==> config.mk <==
export PLATFORM = sky130hd
export DESIGN_NAME = uart_tx_sched
export DESIGN_NICKNAME = d
export VERILOG_FILES = /design/src/rtl/uart_sched_pkg.sv /design/src/rtl/rr_arbiter.sv /design/src/rtl/uart_tx_sched.sv
export SDC_FILE = /design/constraint.sdc
export NUM_CORES = 1
export LEC_CHECK = 0
export CAP_MARGIN = 20
export CORE_MARGIN = 2
export CORE_UTILIZATION = 37
export DETAILED_ROUTE_END_ITERATION = 16
export HOLD_SLACK_MARGIN = 0.08
export PLACE_DENSITY_LB_ADDON = 0.05
export SETUP_SLACK_MARGIN = 0.5
export SLEW_MARGIN = 20
export SYNTH_ARGS = -nofsm -noshare
export SYNTH_HDL_FRONTEND = slang
export SYNTH_HIERARCHICAL = 1
export SYNTH_SLANG_ARGS = --single-unit
export TNS_END_PERCENT = 10
==> constraint.sdc <==
create_clock -name i_clk -period 2.5 [get_ports i_clk]
set_clock_uncertainty 0.05 [all_clocks]
set_input_delay 0.25 -clock i_clk [delete_from_list [all_inputs] [get_ports i_clk]]
set_output_delay 0.25 -clock i_clk [all_outputs]
set_load 0.01 [all_outputs]
==> src/rtl/uart_sched_pkg.sv <==
// Shared types and helpers for the UART transmit scheduler: state encoding,
// default widths/timeouts and the round-robin winner search.
package uart_sched_pkg;

    typedef enum logic [1:0] {
        S_IDLE,
        S_ISSUE,
        S_WAIT_BUSY,
        S_WAIT_DONE
    } sched_state_t;

    localparam int DEF_D_WIDTH  = 14;
    localparam int DEF_BUSY_TMO = 4;
    localparam int MAX_REQ      = 8;

    // Returns {found, index}: first set request at or after ptr, ascending with wrap over n ports.
    function automatic logic [3:0] rr_pick(input logic [MAX_REQ-1:0] req,
                                           input logic [2:0]         ptr,
                                           input int unsigned        n);
        logic [3:0]  pick;
        int unsigned idx;
        pick = 4'b0;
        for (int unsigned k = 0; k < MAX_REQ; k++) begin
            idx = 32'(ptr) + k;
            if (idx >= n) idx = idx - n;
            if ((k < n) && !pick[3] && req[idx[2:0]]) pick = {1'b1, idx[2:0]};
        end
        return pick;
    endfunction

endpackage

==> src/rtl/rr_arbiter.sv <==
// Combinational round-robin winner search over N_REQ requesters (N_REQ <= 8),
// starting at i_ptr; o_valid is high when any request is present.
module rr_arbiter
    import uart_sched_pkg::*;
#(
    parameter int N_REQ = 4,
    parameter int PW    = $clog2(N_REQ)
) (
    input  logic [N_REQ-1:0] i_req,
    input  logic [PW-1:0]    i_ptr,
    output logic [PW-1:0]    o_winner,
    output logic             o_valid
);

    logic [3:0] w_pick;

    always_comb begin
        w_pick = rr_pick(MAX_REQ'(i_req), 3'(i_ptr), N_REQ);
    end

    assign o_valid  = w_pick[3];
    assign o_winner = PW'(w_pick[2:0]);

endmodule

==> src/rtl/uart_tx_sched.sv <==
// Round-robin scheduler sharing one UART transmitter among N_REQ requesters.
// Define UART_SCHED_PRIO_EN to make requester 0 strictly highest priority.
module uart_tx_sched
    import uart_sched_pkg::*;
#(
    parameter int N_REQ    = 4,
    parameter int D_WIDTH  = DEF_D_WIDTH,
    parameter int BUSY_TMO = DEF_BUSY_TMO,
    parameter int PW       = $clog2(N_REQ)
) (
    input  logic                       i_clk,
    input  logic                       i_rst,
    input  logic [N_REQ-1:0]           i_req,
    input  logic [N_REQ*D_WIDTH-1:0]   i_req_data,
    output logic [N_REQ-1:0]           o_ack,
    output logic                       o_tx_ena,
    output logic [D_WIDTH-1:0]         o_tx_data,
    input  logic                       i_tx_busy,
    output logic [PW-1:0]              o_grant_id,
    output logic                       o_idle,
    output logic                       o_err
);

    localparam int CW = $clog2(BUSY_TMO + 1);

    sched_state_t r_state, w_next;

    logic [PW-1:0]    r_ptr;
    logic [CW-1:0]    r_cnt;
    logic [N_REQ-1:0] r_ack;
    logic             r_tx_ena;
    logic [D_WIDTH-1:0] r_tx_data;
    logic [PW-1:0]    r_grant_id;
    logic             r_idle;
    logic             r_err;

    logic [N_REQ-1:0] w_arb_req;
    logic [PW-1:0]    w_rr_winner;
    logic             w_rr_valid;
    logic [PW-1:0]    w_winner;
    logic             w_ptr_upd;
    logic             w_grant;
    logic             w_timeout;

`ifdef UART_SCHED_PRIO_EN
    // Requester 0 bypasses the rotation; the others rotate among themselves.
    assign w_arb_req = i_req & ~N_REQ'(1);
    assign w_winner  = i_req[0] ? '0 : w_rr_winner;
    assign w_ptr_upd = !i_req[0];
    assign w_grant   = (r_state == S_IDLE) && !i_tx_busy && (i_req[0] || w_rr_valid);
`else
    assign w_arb_req = i_req;
    assign w_winner  = w_rr_winner;
    assign w_ptr_upd = 1'b1;
    assign w_grant   = (r_state == S_IDLE) && !i_tx_busy && w_rr_valid;
`endif

    rr_arbiter #(
        .N_REQ (N_REQ),
        .PW    (PW)
    ) u_arb (
        .i_req    (w_arb_req),
        .i_ptr    (r_ptr),
        .o_winner (w_rr_winner),
        .o_valid  (w_rr_valid)
    );

    always_ff @(posedge i_clk) begin
        if (i_rst) r_state <= S_IDLE;
        else       r_state <= w_next;
    end

    always_comb begin
        w_next    = r_state;
        w_timeout = 1'b0;
        case (r_state)
            S_IDLE:      if (w_grant) w_next = S_ISSUE;
            S_ISSUE:     w_next = S_WAIT_BUSY;
            S_WAIT_BUSY: begin
                if (i_tx_busy) begin
                    w_next = S_WAIT_DONE;
                end else if (r_cnt == CW'(BUSY_TMO - 1)) begin
                    w_timeout = 1'b1;
                    w_next    = S_IDLE;
                end
            end
            S_WAIT_DONE: if (!i_tx_busy) w_next = S_IDLE;
            default:     w_next = S_IDLE;
        endcase
    end

    // Strobes are set on the grant edge so they line up exactly with the ISSUE cycle.
    always_ff @(posedge i_clk) begin
        if (i_rst) begin
            r_ptr      <= '0;
            r_cnt      <= '0;
            r_ack      <= '0;
            r_tx_ena   <= 1'b0;
            r_tx_data  <= '0;
            r_grant_id <= '0;
            r_idle     <= 1'b1;
            r_err      <= 1'b0;
        end else begin
            r_ack    <= '0;
            r_tx_ena <= 1'b0;
            if (w_grant) begin
                r_ack      <= N_REQ'(1) << w_winner;
                r_tx_ena   <= 1'b1;
                r_tx_data  <= i_req_data[w_winner*D_WIDTH +: D_WIDTH];
                r_grant_id <= w_winner;
                if (w_ptr_upd)
                    r_ptr <= (w_winner == PW'(N_REQ - 1)) ? '0 : w_winner + 1'b1;
            end
            if ((r_state == S_WAIT_BUSY) && !i_tx_busy && !w_timeout)
                r_cnt <= r_cnt + 1'b1;
            else
                r_cnt <= '0;
            r_idle <= (w_next == S_IDLE);
            r_err  <= r_err | w_timeout;
        end
    end

    assign o_ack      = r_ack;
    assign o_tx_ena   = r_tx_ena;
    assign o_tx_data  = r_tx_data;
    assign o_grant_id = r_grant_id;
    assign o_idle     = r_idle;
    assign o_err      = r_err;

endmodule
==> run metrics, run 1 <==
Syn Inst Count between 100 and 150; hold endpoint r_cnt[0]; clock sink count 30; n_diodes 0; initial antenna violation count 0; via count 1,282; final WL 3620 um; Peak VDD IR 381 uV; Iter 0 DRT Violations 73; vias per cell 5.03; Final #Nets 272; Mapped Nets 182; HPWL Detailed about 2800 um; commonest cells after routing, fill and taps aside clkdlybuf4s50_1 (82), dfxtp_1 (29), a22o_1 (17); first-pass GRT wire length 5780 um; asr flop ratio synth 0%; Hold Crit Class reg -> reg; dpl cells between 200 and 250; Final Instance Count excl. Fillers around 260; EDFF count, synth 0; worst r2r dst o_tx_data[5]; Clock transition at path regs 0.07 ns; core area 0.00366 sq mm; GRT Util Overall between 10% and 20%; DR WL/cell 14.2 um; Synth Area per Inst between 10 and 15 sq um; post-route clock period utilization 77.4%; hold depth 1; FF-to-FF setup slack 0.56 ns; # fillers 289; clk_lat worst skew 0.28 ns; Hold Startpoint r_cnt[0]; ys flop type dfxtp_1; total gr overflow 0; CP Capture Type flip-flop; Layout Area Growth over Synthesis 73.2%; fin area about 0.0024 sq mm; Max FO, Critical Path 8; Remaining DRCs 0; chip width 65.6 um; vias in the first global route around 1,300; commonest non-fill, non-tap cell in the layout clkdlybuf4s50_1; post-route setup TNS 0 ns; area of the mapped netlist 0.00141 sq mm; maximum clock insertion buffer count 2; CTS tree yes; max cap viols 0; clk root buf clkbuf_8; Worst-Margin Slew 0.407 ns; cell depth of the worst flop-to-flop path 6; I/O pin total 86; WHS 0.376 ns; Detail Route Antenna Nets 0; DR pass1 iterations 4; die footprint 0.00431 sq mm; Req. time, crit path between 2 and 3 ns; PortBufs 85; RSZ-0062 raised after global routing no; Max-slew headroom 72.9%; warnings from Yosys 6; area post-placement 0.00229 sq mm; largest net degree at the start of global routing 23; GP Congestion 0.754; final worst path period need around 1.9 ns; fmax 0.517 GHz; Die Y 65.6 um; Crit Reg-Reg Startpoint r_ptr[0]; post-synthesis sequential area ratio a little over two fifths; static leakage 0.957 nW; Worst setup SP type flip-flop; endpoints failing setup 0; layout cells sized above 1 approximately 18%; H-Tree Depth 2; PwrDens 597 mW/mm^2; CP arrival 2.06 ns; Synth Register Bits 30; # rows 22; post-synth cell types 29; final hold vios 0; max-slew violation count 0; cts-stage hold buffer count 0; Initial Util a little under two fifths; Inserted Clock Buffers 5; critical path class reg -> reg; outcome finished, final reports clean
==> synth_stat cells (2+ instances only) <==
cell	count	area, sq um
a21oi_1	4	20.0
a22o_1	17	149
a311oi_1	2	17.5
and3_1	2	12.5
buf_2	3	15.0
buf_6	2	22.5
dfxtp_1	30	601
ha_1	3	37.5
inv_1	11	41.3
mux4_2	14	315
nand3_1	2	10.0
nor2_1	6	22.5
nor3_1	3	15.0
o21ai_0	2	10.0
==> metrics by stage <==
| step | setup WS, ns | power, mW | utilization (%) |
|---|---|---|---|
| floorplan | 0.521 | 0.783 | - |
| global placement | 0.128 | 0.963 | 62.7 |
| detailed placement | 0.0781 | 0.974 | 62.7 |
| CTS | 0.502 | 1.46 | 66.0 |
| global route | 0.498 | 1.53 | 66.5 |
| finish | 0.564 | 1.45 | 66.5 |
==> repair_timing <==
item,CTS,global route
resized for setup,3,5
pin swaps,1,3
endpoints found under the setup margin,14,18
buffers inserted,1,1
==> power breakdown <==
part	total [mW]	internal, mW	switching, mW
clock	0.480	0.293	0.187
sequential	0.549	0.522	0.0269
combinational	0.423	0.275	0.147
==> worst max-delay path, stage by stage, from the launching register on <==
cell and delay, ns:
dfxtp_4 0.36, inv_2 0.04, a221o_1 0.30, a21oi_2 0.18
buf_6 0.19, mux4_2 0.51, a22o_1 0.21
==> registers in the layout, summed over array words and instances (netlist names) <==
signal / flops
o_ack: 4
o_tx_data: 14
o_tx_ena: 1
r_state: 2
r_cnt: 3
o_err: 1
o_grant_id: 2
r_ptr: 2
o_idle: 1
==> area by class of cell <==
cell class                      count  area [sq um]  area share [%]
Timing Repair Buffer               91           907            37.3
Multi-Input combinational cell     65           699            28.7
Sequential cell                    30           604            24.8
Clock buffer                        5          68.8            2.83
Tap cell                           48          60.1            2.47
Inverter                           13          53.8            2.21
Clock inverter                      3          40.0            1.65
==> logic make-up after synthesis <==
logic type      share of synthesized area (%)
simple gates                             6.86
buf+inv                                  8.10
fa+ha+maj                                2.67
compound gates                           17.2
mux                                      22.4
flops                                    42.7
==> worst max path at each step <==
stage	cells past startpoint	startpoint	slack, ns	end
2_1_floorplan	7	r_ptr[0]	0.52	o_tx_data[10]
3_3_place_gp	7	i_req[1]	0.13	o_tx_data[4]
3_5_place_dp	7	i_req[1]	0.08	o_tx_data[10]
4_1_cts	6	i_req[2]	0.50	o_tx_data[5]
5_1_grt	6	r_ptr[0]	0.50	o_tx_data[5]
6_report	6	r_ptr[0]	0.56	o_tx_data[5]
==> routing by layer <==
metal	GRT usage, %	share of wire (%)	vias to the layer above
li1	-	-	621
met1	20.0	40	606
met2	31.4	51	51
met3	7.53	8.4	4
met4	3.65	0.50	0
met5	0	0	-
Note: power is estimated with default switching activity, not from simulation.
==> run 2, diff against run 1 <==
==> constraint.sdc (replaced) <==
create_clock -name i_clk -period 2 [get_ports i_clk]
set_clock_uncertainty 0.05 [all_clocks]
set_input_delay 0.2 -clock i_clk [delete_from_list [all_inputs] [get_ports i_clk]]
set_output_delay 0.2 -clock i_clk [all_outputs]
set_load 0.01 [all_outputs]
==> run 2 against run 1 <==
First-iteration DRC count shrank 27%. Count of clock-buffer cells in the layout grew 2. Critical path depth grew 1. Sequential cell count is the same. Maximum frequency shrank 2.0%. Setup slack lost 0.54 ns. Largest power group unchanged.
==> run metrics, run 2 (synthesis gave the netlist of run 1 again) <==
first-pass GRT wire length 6060 um; endpoints failing setup 0; commonest cells after routing, fill and taps aside clkdlybuf4s50_1 (80), dfxtp_1 (28), a22o_1 (17); Max-slew headroom 83.2%; # rows 22; total gr overflow 0; Seq pwr share 39.2%; Req. time, crit path 2.11 ns; chip width 65.6 um; final worst setup slack about 0.024 ns; die footprint roughly 0.0043 sq mm; H-Tree Depth 2; Final #Nets 280; routing usage on met2 32.1%; Internal 1.31 mW; Hold Startpoint i_tx_busy; HPWL Detailed 2690 um; vias per cell 5.03; Iter 0 DRT Violations 53; M3 GR Usage between 9 and 10%; Hold Crit Class in -> reg; Initial Util 38.4%; fmax 0.506 GHz; initial antenna violation count 0; vias in the first global route around 1,400; GP Congestion 0.730; FF-to-FF setup slack 0.02 ns; worst r2r dst o_tx_data[3]; Peak VDD IR roughly 400 uV; GRT Util Overall between 10% and 20%; hold depth 2; cts-stage hold buffer count 0; cell depth of the worst flop-to-flop path 7; sw frac 25.6%; Place WS -0.375 ns; PortBufs 85; DR WL/cell 14.5 um; Max FO, Critical Path 5; CP arrival 2.09 ns; area post-placement 0.00235 sq mm; Crit Reg-Reg Startpoint r_ptr[0]; Die Y roughly 66 um; final worst path period need ~2 ns; core area approximately 0.0037 sq mm; RSZ-0062 raised after global routing yes; Worst-Margin Slew 0.251 ns; I/O pin total 86; Detail Route Antenna Nets 0; grt met1 use 21.6%; post-route clock period utilization 98.8%; fin area 0.00256 sq mm; final WL 3800 um; static leakage 0.988 nW; max cap viols 0; clk root buf clkbuf_8; Layout Area Growth over Synthesis 82.0%; Clk pwr share 25.1%; via count ~1,300; Inserted Clock Buffers 5; PwrDens 686 mW/mm^2; clock sink count 30; commonest non-fill, non-tap cell in the layout clkdlybuf4s50_1; # fillers around 290; max-slew violation count 0; outcome finished, final reports clean; most crowded layer after global routing met2; Clock transition at path regs 0.06 ns; CP Capture Type flip-flop; Net Sw Power 0.448 mW; critical path class reg -> reg; layout cells sized above 1 22.0%; Remaining DRCs 0; hold endpoint o_idle; final hold vios 0; n_diodes 0; Worst setup SP type flip-flop; Comb power frac between 30% and 40%; DR pass1 iterations 4; clk_lat worst skew between 0.2 and 0.3 ns; number of flip-flops in the largest register 14; CTS tree yes; maximum clock insertion buffer count 2; largest net degree at the start of global routing 23
run 2: changes by cell type in the layout (fill, tap and decap cells not counted), sizes merged, moves of 2 or more:
cell | previous run | this run
buf | 6 | 14
clkbuf | 5 | 7
clkdlybuf4s15 | 0 | 3
clkdlybuf4s50 | 82 | 80
clkinv | 3 | 1
dlymetal6s2s | 2 | 0
run 2: repair_timing:
action	CTS	global route
endpoints found under the setup margin	25	25
setup buffers	4	0
cloned	2	0
gates resized for setup	18	4
pin swaps	4	2
run 2: stage by stage:
stage	power, mW	util (%)	setup TNS [ns]	cells	hold WS, ns
2_1_floorplan	0.978	-	0	116	0.222
3_3_place_gp	1.23	64.2	-5.25	249	0.357
3_5_place_dp	1.24	64.2	-6.36	249	0.361
4_1_cts	1.76	69.5	-0.0580	262	0.286
5_1_grt	1.84	69.9	-0.746	262	0.277
6_report	1.75	69.9	0	262	0.287
run 2: layout make-up:
| cell class | instances | area, sq um | area share [%] |
|---|---|---|---|
| flip-flops and latches | 30 | 603 | 23.6 |
| multi-input cells | 65 | 726 | 28.4 |
| well taps | 48 | 60.1 | 2.35 |
| repair buffers | 99 | 1030 | 40.3 |
| clock buffers | 7 | 76.3 | 2.98 |
| inverters | 13 | 61.3 | 2.40 |
run 2: metal layers:
layer,share of wire (%),wire length (um),vias up
met5,0,0,-
met4,1.1,42,0
met3,9.4,356,5
met2,51,1950,59
met1,38,1460,616
li1,-,-,637
run 2: how the worst max path moves through the flow:
| stage | startpoint | endpoint | slack, ns | cells after the start |
|---|---|---|---|---|
| after global placement | i_req[1] | o_tx_data[6] | -0.32 | 7 |
| after detailed placement | i_req[1] | o_tx_data[4] | -0.37 | 7 |
| after global routing | r_ptr[0] | o_tx_data[0] | -0.07 | 7 |
| after floorplan | r_ptr[0] | o_tx_data[10] | 0.04 | 7 |
| after CTS | r_ptr[0] | o_tx_data[3] | -0.02 | 7 |
| final | r_ptr[0] | o_tx_data[3] | 0.02 | 7 |
run 2: critical path, cell delays in order (launching register included):
cell and delay (ns):
dfxtp_2 0.33, inv_2 0.03, a221o_1 0.32, a21oi_4 0.19, buf_6 0.13, buf_12 0.12, mux4_2 0.49, a22o_1 0.19
run 2: power by group through the flow:
stage,Sequential (mW),Combinational [mW],Clock (mW)
2_1_floorplan,0.716,0.262,0
3_3_place_gp,0.698,0.534,0
3_5_place_dp,0.699,0.546,0
4_1_cts,0.688,0.632,0.445
5_1_grt,0.695,0.668,0.481
6_report,0.688,0.626,0.440
